<file path="config.mk">
export PLATFORM = sky130hd
export DESIGN_NAME = kp_adapt
export DESIGN_NICKNAME = d
export VERILOG_FILES = /design/src/rtl/kp_adapt.sv
export SDC_FILE = /design/constraint.sdc
export NUM_CORES = 1
export LEC_CHECK = 0
export CAP_MARGIN = 0
export CELL_PAD_IN_SITES_DETAIL_PLACEMENT = 1
export CELL_PAD_IN_SITES_GLOBAL_PLACEMENT = 1
export CORE_MARGIN = 3
export CORE_UTILIZATION = 30
export CTS_CLUSTER_DIAMETER = 50
export DETAILED_ROUTE_END_ITERATION = 10
export HOLD_SLACK_MARGIN = 0.15
export PLACE_DENSITY_LB_ADDON = 0.1
export SETUP_SLACK_MARGIN = 0.15
export SLEW_MARGIN = 25
export SYNTH_ARGS = -nofsm -noshare
export SYNTH_HDL_FRONTEND = slang
export SYNTH_SLANG_ARGS = --single-unit
</file>
<file path="constraint.sdc">
create_clock -name clk -period 4.2 [get_ports clk]
set_clock_uncertainty 0.2 [all_clocks]
set_input_delay 0.84 -clock clk [delete_from_list [all_inputs] [get_ports clk]]
set_output_delay 0.84 -clock clk [all_outputs]
set_load 0.05 [all_outputs]
</file>
<file path="src/rtl/kp_adapt.sv">
// kp_adapt: adaptive gain register for the NN decision stage.
// Steps kp by a signed increment once per update tick, clamps it to
// [KP_MIN, KP_MAX], and slows the tick rate 4x once the increment
// direction has been oscillating long enough to call the loop locked.
module kp_adapt #(
    parameter int         UPD_DIV    = 16,
    parameter logic [7:0] KP_MIN     = 8'd1,
    parameter logic [7:0] KP_MAX     = 8'd254,
    parameter logic [7:0] KP_RST     = 8'd128,
    parameter int         LOCK_CNT   = 8,
    parameter int         UNLOCK_CNT = 3
) (
    input  logic       clk,
    input  logic       rst,
    input  logic       en,
    input  logic       load,
    input  logic [7:0] kp_init,
    input  logic [7:0] inc,
    output logic [7:0] kp,
    output logic       kp_upd,
    output logic       sat,
    output logic       locked
);
    typedef enum logic [1:0] {
        ST_IDLE   = 2'd0,
        ST_TRACK  = 2'd1,
        ST_LOCKED = 2'd2
    } state_t;

    localparam logic [9:0] PER_TRACK = 10'(UPD_DIV);
    localparam logic [9:0] PER_LOCK  = 10'(4 * UPD_DIV);
    localparam logic [3:0] LOCK_TH   = 4'(LOCK_CNT);
    localparam logic [3:0] UNLOCK_TH = 4'(UNLOCK_CNT);

    // Saturate a 10-bit signed candidate into the legal kp window.
    function automatic logic [7:0] clamp_val(input logic signed [9:0] v);
        logic [7:0] res;
        if (v < $signed({2'b00, KP_MIN})) begin
            res = KP_MIN;
        end else if (v > $signed({2'b00, KP_MAX})) begin
            res = KP_MAX;
        end else begin
            res = v[7:0];
        end
        return res;
    endfunction

    // A degenerate window (KP_MIN==KP_MAX) reports every update as clamped.
    function automatic logic out_of_range(input logic signed [9:0] v);
        logic res;
        if (KP_MIN == KP_MAX) begin
            res = 1'b1;
        end else if ((v < $signed({2'b00, KP_MIN})) || (v > $signed({2'b00, KP_MAX}))) begin
            res = 1'b1;
        end else begin
            res = 1'b0;
        end
        return res;
    endfunction

    state_t            r_state;
    logic [7:0]        r_kp;
    logic [9:0]        r_div;
    logic [3:0]        r_rev;
    logic [3:0]        r_same;
    logic              r_prev_dir;
    logic              r_prev_vld;
    logic              r_upd;
    logic              r_sat;
    logic              r_locked;

    state_t            w_state_nx;
    logic [7:0]        w_kp_nx;
    logic [9:0]        w_div_nx;
    logic [9:0]        w_period;
    logic [3:0]        w_rev_nx;
    logic [3:0]        w_same_nx;
    logic [3:0]        w_rev_cand;
    logic [3:0]        w_same_cand;
    logic              w_dir_nx;
    logic              w_vld_nx;
    logic              w_upd_nx;
    logic              w_sat_nx;
    logic              w_tick;
    logic              w_nz;
    logic signed [9:0] w_sum;

    assign w_period = (r_state == ST_LOCKED) ? PER_LOCK : PER_TRACK;
    assign w_tick   = (r_state != ST_IDLE) && en && (r_div == (w_period - 10'd1));
    assign w_nz     = (inc != 8'd0);
    assign w_sum    = $signed({2'b00, r_kp}) + $signed({{2{inc[7]}}, inc});

    // Next-state, divider, direction tracking and update pulses.
    always_comb begin
        w_state_nx  = r_state;
        w_kp_nx     = r_kp;
        w_div_nx    = r_div;
        w_rev_nx    = r_rev;
        w_same_nx   = r_same;
        w_dir_nx    = r_prev_dir;
        w_vld_nx    = r_prev_vld;
        w_upd_nx    = 1'b0;
        w_sat_nx    = 1'b0;
        w_rev_cand  = 4'd0;
        w_same_cand = 4'd0;
        if (load) begin
            // Load wins over any coincident tick and restarts all tracking.
            w_state_nx = en ? ST_TRACK : ST_IDLE;
            w_kp_nx    = clamp_val($signed({2'b00, kp_init}));
            w_div_nx   = 10'd0;
            w_rev_nx   = 4'd0;
            w_same_nx  = 4'd0;
            w_dir_nx   = 1'b0;
            w_vld_nx   = 1'b0;
            w_upd_nx   = 1'b1;
        end else begin
            case (r_state)
                ST_IDLE: begin
                    if (en) begin
                        w_state_nx = ST_TRACK;
                        w_div_nx   = 10'd0;
                        w_rev_nx   = 4'd0;
                        w_same_nx  = 4'd0;
                        w_dir_nx   = 1'b0;
                        w_vld_nx   = 1'b0;
                    end else begin
                        w_state_nx = ST_IDLE;
                    end
                end
                ST_TRACK, ST_LOCKED: begin
                    if (!en) begin
                        w_state_nx = ST_IDLE;
                        w_div_nx   = 10'd0;
                    end else if (w_tick) begin
                        w_div_nx = 10'd0;
                        w_kp_nx  = clamp_val(w_sum);
                        w_upd_nx = 1'b1;
                        w_sat_nx = out_of_range(w_sum);
                        if (w_nz) begin
                            w_dir_nx = inc[7];
                            w_vld_nx = 1'b1;
                            if (r_state == ST_TRACK) begin
                                // First direction after entry has nothing to reverse against.
                                if (r_prev_vld && (inc[7] != r_prev_dir)) begin
                                    w_rev_cand = (r_rev == 4'd15) ? 4'd15 : r_rev + 4'd1;
                                end else begin
                                    w_rev_cand = 4'd0;
                                end
                                w_rev_nx = w_rev_cand;
                                if (w_rev_cand == LOCK_TH) begin
                                    w_state_nx = ST_LOCKED;
                                    w_same_nx  = 4'd0;
                                end else begin
                                    w_state_nx = ST_TRACK;
                                end
                            end else begin
                                if (inc[7] == r_prev_dir) begin
                                    w_same_cand = (r_same == 4'd15) ? 4'd15 : r_same + 4'd1;
                                end else begin
                                    w_same_cand = 4'd0;
                                end
                                w_same_nx = w_same_cand;
                                if (w_same_cand == UNLOCK_TH) begin
                                    w_state_nx = ST_TRACK;
                                    w_rev_nx   = 4'd0;
                                    w_same_nx  = 4'd0;
                                end else begin
                                    w_state_nx = ST_LOCKED;
                                end
                            end
                        end else begin
                            w_dir_nx = r_prev_dir;
                        end
                    end else begin
                        w_div_nx = r_div + 10'd1;
                    end
                end
                default: begin
                    w_state_nx = ST_IDLE;
                    w_div_nx   = 10'd0;
                end
            endcase
        end
    end

    // State and output registers with synchronous reset.
    always_ff @(posedge clk) begin
        if (rst) begin
            r_state    <= ST_IDLE;
            r_kp       <= KP_RST;
            r_div      <= 10'd0;
            r_rev      <= 4'd0;
            r_same     <= 4'd0;
            r_prev_dir <= 1'b0;
            r_prev_vld <= 1'b0;
            r_upd      <= 1'b0;
            r_sat      <= 1'b0;
            r_locked   <= 1'b0;
        end else begin
            r_state    <= w_state_nx;
            r_kp       <= w_kp_nx;
            r_div      <= w_div_nx;
            r_rev      <= w_rev_nx;
            r_same     <= w_same_nx;
            r_prev_dir <= w_dir_nx;
            r_prev_vld <= w_vld_nx;
            r_upd      <= w_upd_nx;
            r_sat      <= w_sat_nx;
            r_locked   <= (w_state_nx == ST_LOCKED);
        end
    end

    assign kp     = r_kp;
    assign kp_upd = r_upd;
    assign sat    = r_sat;
    assign locked = r_locked;
endmodule

</file>
# Word level (Yosys, flattened, before mapping)
# Cells that the tools add are included.
[classes] add_sub_neg=5 multipliers=0 div_mod_pow=0 order_cmp=4 n_eq_ne=16 shifts=0 mux=66 bitwise=3 n_reduce_logical=18
[op_table] op="2-to-1 mux 4 bit" n=28
[op_table] op="2-to-1 mux 8 bit" n=8
[op_table] op="2-to-1 mux 10 bit" n=3
[op_table] op="case mux 10 bit (2 select lines)" n=1
[op_table] op="case mux 4 bit (2 select lines)" n=2
[op_table] op="2-to-1 mux 2 bit" n=7
[op_table] op="2-to-1 mux 1 bit" n=13
[op_table] op="== test 4 bit (second input constant)" n=3
[op_table] op="AND reduction 6 bit" n=2
[op_table] op="adder 10 x 1 -> 10 bit (second input constant)" n=1
[op_table] op="adder 9 x 8 -> 10 bit" n=1
[op_table] op="== test 10 bit" n=1
[op_table] op="> comparator 10 x 9 -> 1 bit (second input constant)" n=1
[op_table] op="< comparator 10 x 2 -> 1 bit (second input constant)" n=1
[op_table] op="nonzero test 2 bit" n=5
[op_table] op="adder 4 x 1 -> 4 bit (second input constant)" n=2
[op_table] op="> comparator 8 bit (second input constant)" n=1
[op_table] op="< comparator 8 x 1 -> 1 bit (second input constant)" n=1
[op_table] op="!= test 2 bit (second input constant)" n=4
[op_table] op="nonzero test 8 bit" n=1
[op_table] op="subtractor 7 x 1 -> 8 bit (second input constant)" n=1
[op_table] op="2-to-1 mux 7 bit" n=1
[op_table] op="!= test 3 bit (second input constant)" n=2
[op_table] op="AND reduction 5 bit" n=1
[op_table] op="14 further kinds" n=21
[word_totals] ff_bits=33 latch_bits=0 ramBits=0 mem_bits_ro=0 inputBits=20 elab_cells=122 mem_count=0

# Longest topological paths before layout
[depth] depth_word=18 depth_mapped=8

# Least setup slack after synthesis
# OpenSTA, ideal clock, no wires.
[synth_timing] path_type="input-to-reg" startpoint="input inc[0]" endpoint="register r_sat (netlist: sat)" arrival_ns=3.407 t_required_ns=3.897 slack_ns=0.490 path_stages=8 n_path_buf=0 path_cell_list="ha_1 > fa_1 > a21o_1 > a221oi_1 > o2bb2ai_1 > mux2_2 > or4_4 > a2111oi_2"
[synth_between] elab_chain_cells=4
[synth_rtl] element="from (decl)" line_no="18" source="input logic [7:0] inc,"
[synth_rtl] element="adder 9 x 8 -> 10 bit (*)" line_no="91" source="assign w_sum = $signed({2'b00, r_kp}) + $signed({{2{inc[7]}}, inc});"
[synth_rtl] element="< comparator 10 x 2 -> 1 bit or > comparator 10 x 9 -> 1 bit (tied branches)" line_no="53" source="end else if ((v < $signed({2'b00, KP_MIN})) || (v > $signed({2'b00, KP_MAX}))) begin"
[synth_rtl] element="logical OR 1 bit (*)" line_no="53"
[synth_rtl] element="2-to-1 mux 1 bit (*)" line_no="53"
[synth_rtl] element="to (signal assigned)" line_no="208" source="r_sat <= w_sat_nx;"
[synth_rtl] element="to (decl)" line_no="69" source="logic r_sat;"
# Every way passes the cells marked *; elsewhere a longest branch is shown, timed or not.
# A chain may end at the register's enable or synchronous reset.

# Final worst setup path
# Same ends and word-level chain as after synthesis.

==> results.toml <==
[setup_path]
worst-r2r-setup-slack_ps = 1000
worstSetupEndpointType = "flop"
worst_path_max_delay_cell = "or4_4"
path_max_fanout = 2
critical_path_class = "in2reg"
rr_worst_depth = 8
cp.arrival_ps = 3820
start_kind = "input pin"
crit_required_ps = 4180
r2r-start = "kp[0]$_SDFFE_PP0P_"
slowest_delay_ps = 510
path_cells = "clkdlybuf4s50_1 -> ha_1 -> fa_1 -> a21o_1 -> a221oi_1 -> o2bb2ai_1 -> mux2_2 -> or4_4 -> a2111oi_2"
reg2reg_to = "sat$_SDFF_PP0_"

[hold_path]
hold_path.startpoint = "r_same[1]$_SDFFE_PP0P_"
hp-class = "reg2reg"
hold_depth = 2
min_to = "r_same[1]$_SDFFE_PP0P_"

[logic_synthesis]
yosysSeqAreaShare_pct = 28.1
synth_seq_cells = 33
syn_avg_cell_area_sq_um = 8.53
synth_area_sq_mm = 0.00235
synth_async_sr_flop_share_pct = 0
synth_cells = 276
synth_warnings = 0
syn_nets = 313
synthTopCellsByArea = "dfxtp_1 (28%), ha_1 (8.5%), a21oi_1 (4.3%)"
synth_edf_count = 0
dominantRegCellSynth = "dfxtp_1"
netlist.area_leader.share_pct = 28.1
yosysTopAreaCell = "dfxtp_1"
synth_cell_type_count = 58

[clock_tree]
ctsResizeCount = 0
clkSinkCount = 33
cts.hold.buffers_added = 0
cts_buffer_depth = 2
numCtsBuffers = 5
path_clk_slew_ps = 70
root_buffer = "clkbuf_8"
cts_tree = "done"
clock_latency_ps = 280
cts_setup_buffers = 0
htree_levels = 2

[timing]
fin_tns_setup_ps = 0
hold_ws_ps = 290
post-route-period-util_pct = 91.4
final.setup.worst_slack_ps = 362
drv_slew = 0
clock.fmax_ghz = 0.261
hold_viol = 0
min_period_ps = 3840
grt_setup_unrepaired = "no"
slew_headroom_pct = 48.6
setup_viol = 0
worst_pin_slew_ps = 772

[floorplan]
initial_core_util_pct = 31.6
core_area_sq_mm = 0.00745
io_pins = 31
die_area_sq_mm = 0.00895
die-height_um = 94.6
dieWidth_um = 94.6
rows = 31

[cells_and_area]
fin_cells = 415
area_delta_synth_final_pct = 24.3
num-nets-final = 352
diodes = 0
fillers = 919
drive_gt1_share_pct = 11.1
final_cell_area_sq_mm = 0.00293

[grt]
antenna_found_initial = 0
grt_pass1_wl_mm = 11.8
grt_max_degree = 20
grt_usage_pct = 16.5
grt_remaining_overflow = 0
grt_pass1_vias = 2347

[power_and_ir_drop]
cellLeakagePower_nw = 1.04
power_density_mw_per_mm2 = 286
ir_drop_v = 0.000126

[job]
cap_violations = 0

[drt]
drt_iter0_drc = 53
antenna_left = 0
vias = 2265
totalWireLength_mm = 7.01
first_pass_iters = 4
vias_per_cell = 5.46
wire_per_inst_um = 16.9
drcViolationCount = 0

[place]
placed_cell_area_sq_mm = 0.00281
port_buffers = 30
gp_congestion = 0.780
dpl.cell_count = 407
dp_hpwl_mm = 5.55
place_ws_ps = 76.7

[run_status]
status = "finished, final reports clean"
## worst max-delay path by stage
| stage | startpoint | to | cells after the start |
|---|---|---|---|
| 2_1_floorplan | inc[0] | sat$_SDFF_PP0_ | 8 |
| 3_3_place_gp | inc[0] | sat$_SDFF_PP0_ | 9 |
| 3_5_place_dp | inc[0] | sat$_SDFF_PP0_ | 9 |
| 4_1_cts | inc[0] | sat$_SDFF_PP0_ | 9 |
| 5_1_grt | inc[0] | sat$_SDFF_PP0_ | 9 |
| 6_report | inc[0] | sat$_SDFF_PP0_ | 9 |
## kinds of logic (layout without fill, tap and decap cells)
group	count (synthesis)	after routing	synth area share, %
adder cells (fa/ha/maj)	17	17	9.35
multiplexers	7	7	3.03
XOR/XNOR	9	9	3.35
buffers and inverters	20	60	4.09
AND/OR/NAND/NOR	100	100	23.3
flip-flops	33	33	28.1
AO/OA/AOI/OAI	90	90	28.8
## flip-flops by register name, indices dropped and copies added, names as in the netlist
| register | count |
|---|---|
| r_prev_dir | 1 |
| r_prev_vld | 1 |
| sat | 1 |
| kp_upd | 1 |
| r_div | 10 |
| r_rev | 4 |
| kp | 8 |
| r_same | 4 |
| locked | 1 |
| r_state | 2 |
## metal layers
| layer | vias up | wire length [um] | track usage [%] |
|---|---|---|---|
| li1 | 1134 | - | - |
| met5 | - | 0 | 0 |
| met3 | 8 | 176 | 3.03 |
| met2 | 34 | 3200 | 26.0 |
| met4 | 0 | 76 | 4.09 |
| met1 | 1089 | 3560 | 23.1 |
## report_power, final
| part | switching (mW) | internal, mW |
|---|---|---|
| logic | 0.113 | 0.0822 |
| clock network | 0.122 | 0.193 |
| registers | 0.00739 | 0.319 |
| total | 0.243 | 0.594 |
## cell usage in the layout, fill, tap and decap left out, types with 7 or more instances in the layout
master           count
nand2b_1             8
dfxtp_1             33
inv_1               11
ha_1                16
nand2_1             18
buf_4               11
o21ai_0             11
a22oi_1              8
nor2_1              21
nand3_1             12
a221oi_1             7
clkdlybuf4s50_1     30
a21oi_1             20
## stage by stage
stage	utilization, %	total power, mW
after floorplan	-	0.459
after global placement	37.7	0.529
after detailed placement	37.7	0.530
after CTS	39.3	0.850
after global routing	39.3	0.880
final	39.3	0.837
## worst max-delay path: cells and delay by family
family / cells / cell delay, ps
buffers and inverters: 1 / 430
AOI/OAI and AO/OA: 4 / 1050
and+or+nand+nor: 1 / 510
adders and majority gates: 2 / 630
muxes: 1 / 360
## cells in the mapped netlist, types with 5 or more instances
cell	n
nor2_1	21
nand2b_1	8
clkbuf_1	6
a21o_1	6
nor2b_1	6
xnor2_1	5
a22oi_1	8
a31oi_1	6
dfxtp_1	33
nand2_1	18
a311oi_1	6
a211oi_1	5
mux2i_1	6
ha_1	16
nand3_1	12
o21ai_0	11
a21oi_1	20
inv_1	11
a221oi_1	7
## cell type report
class	count	area, sq um	share of cell area, %
Multi-Input combinational cell	223	1600	54.6
Sequential cell	33	661	22.6
Timing Repair Buffer	41	383	13.1
Tap cell	99	124	4.23
Clock buffer	6	82.6	2.82
Inverter	11	41.3	1.41
Clock inverter	2	37.5	1.28
Note: power is estimated with default switching activity, not from simulation.
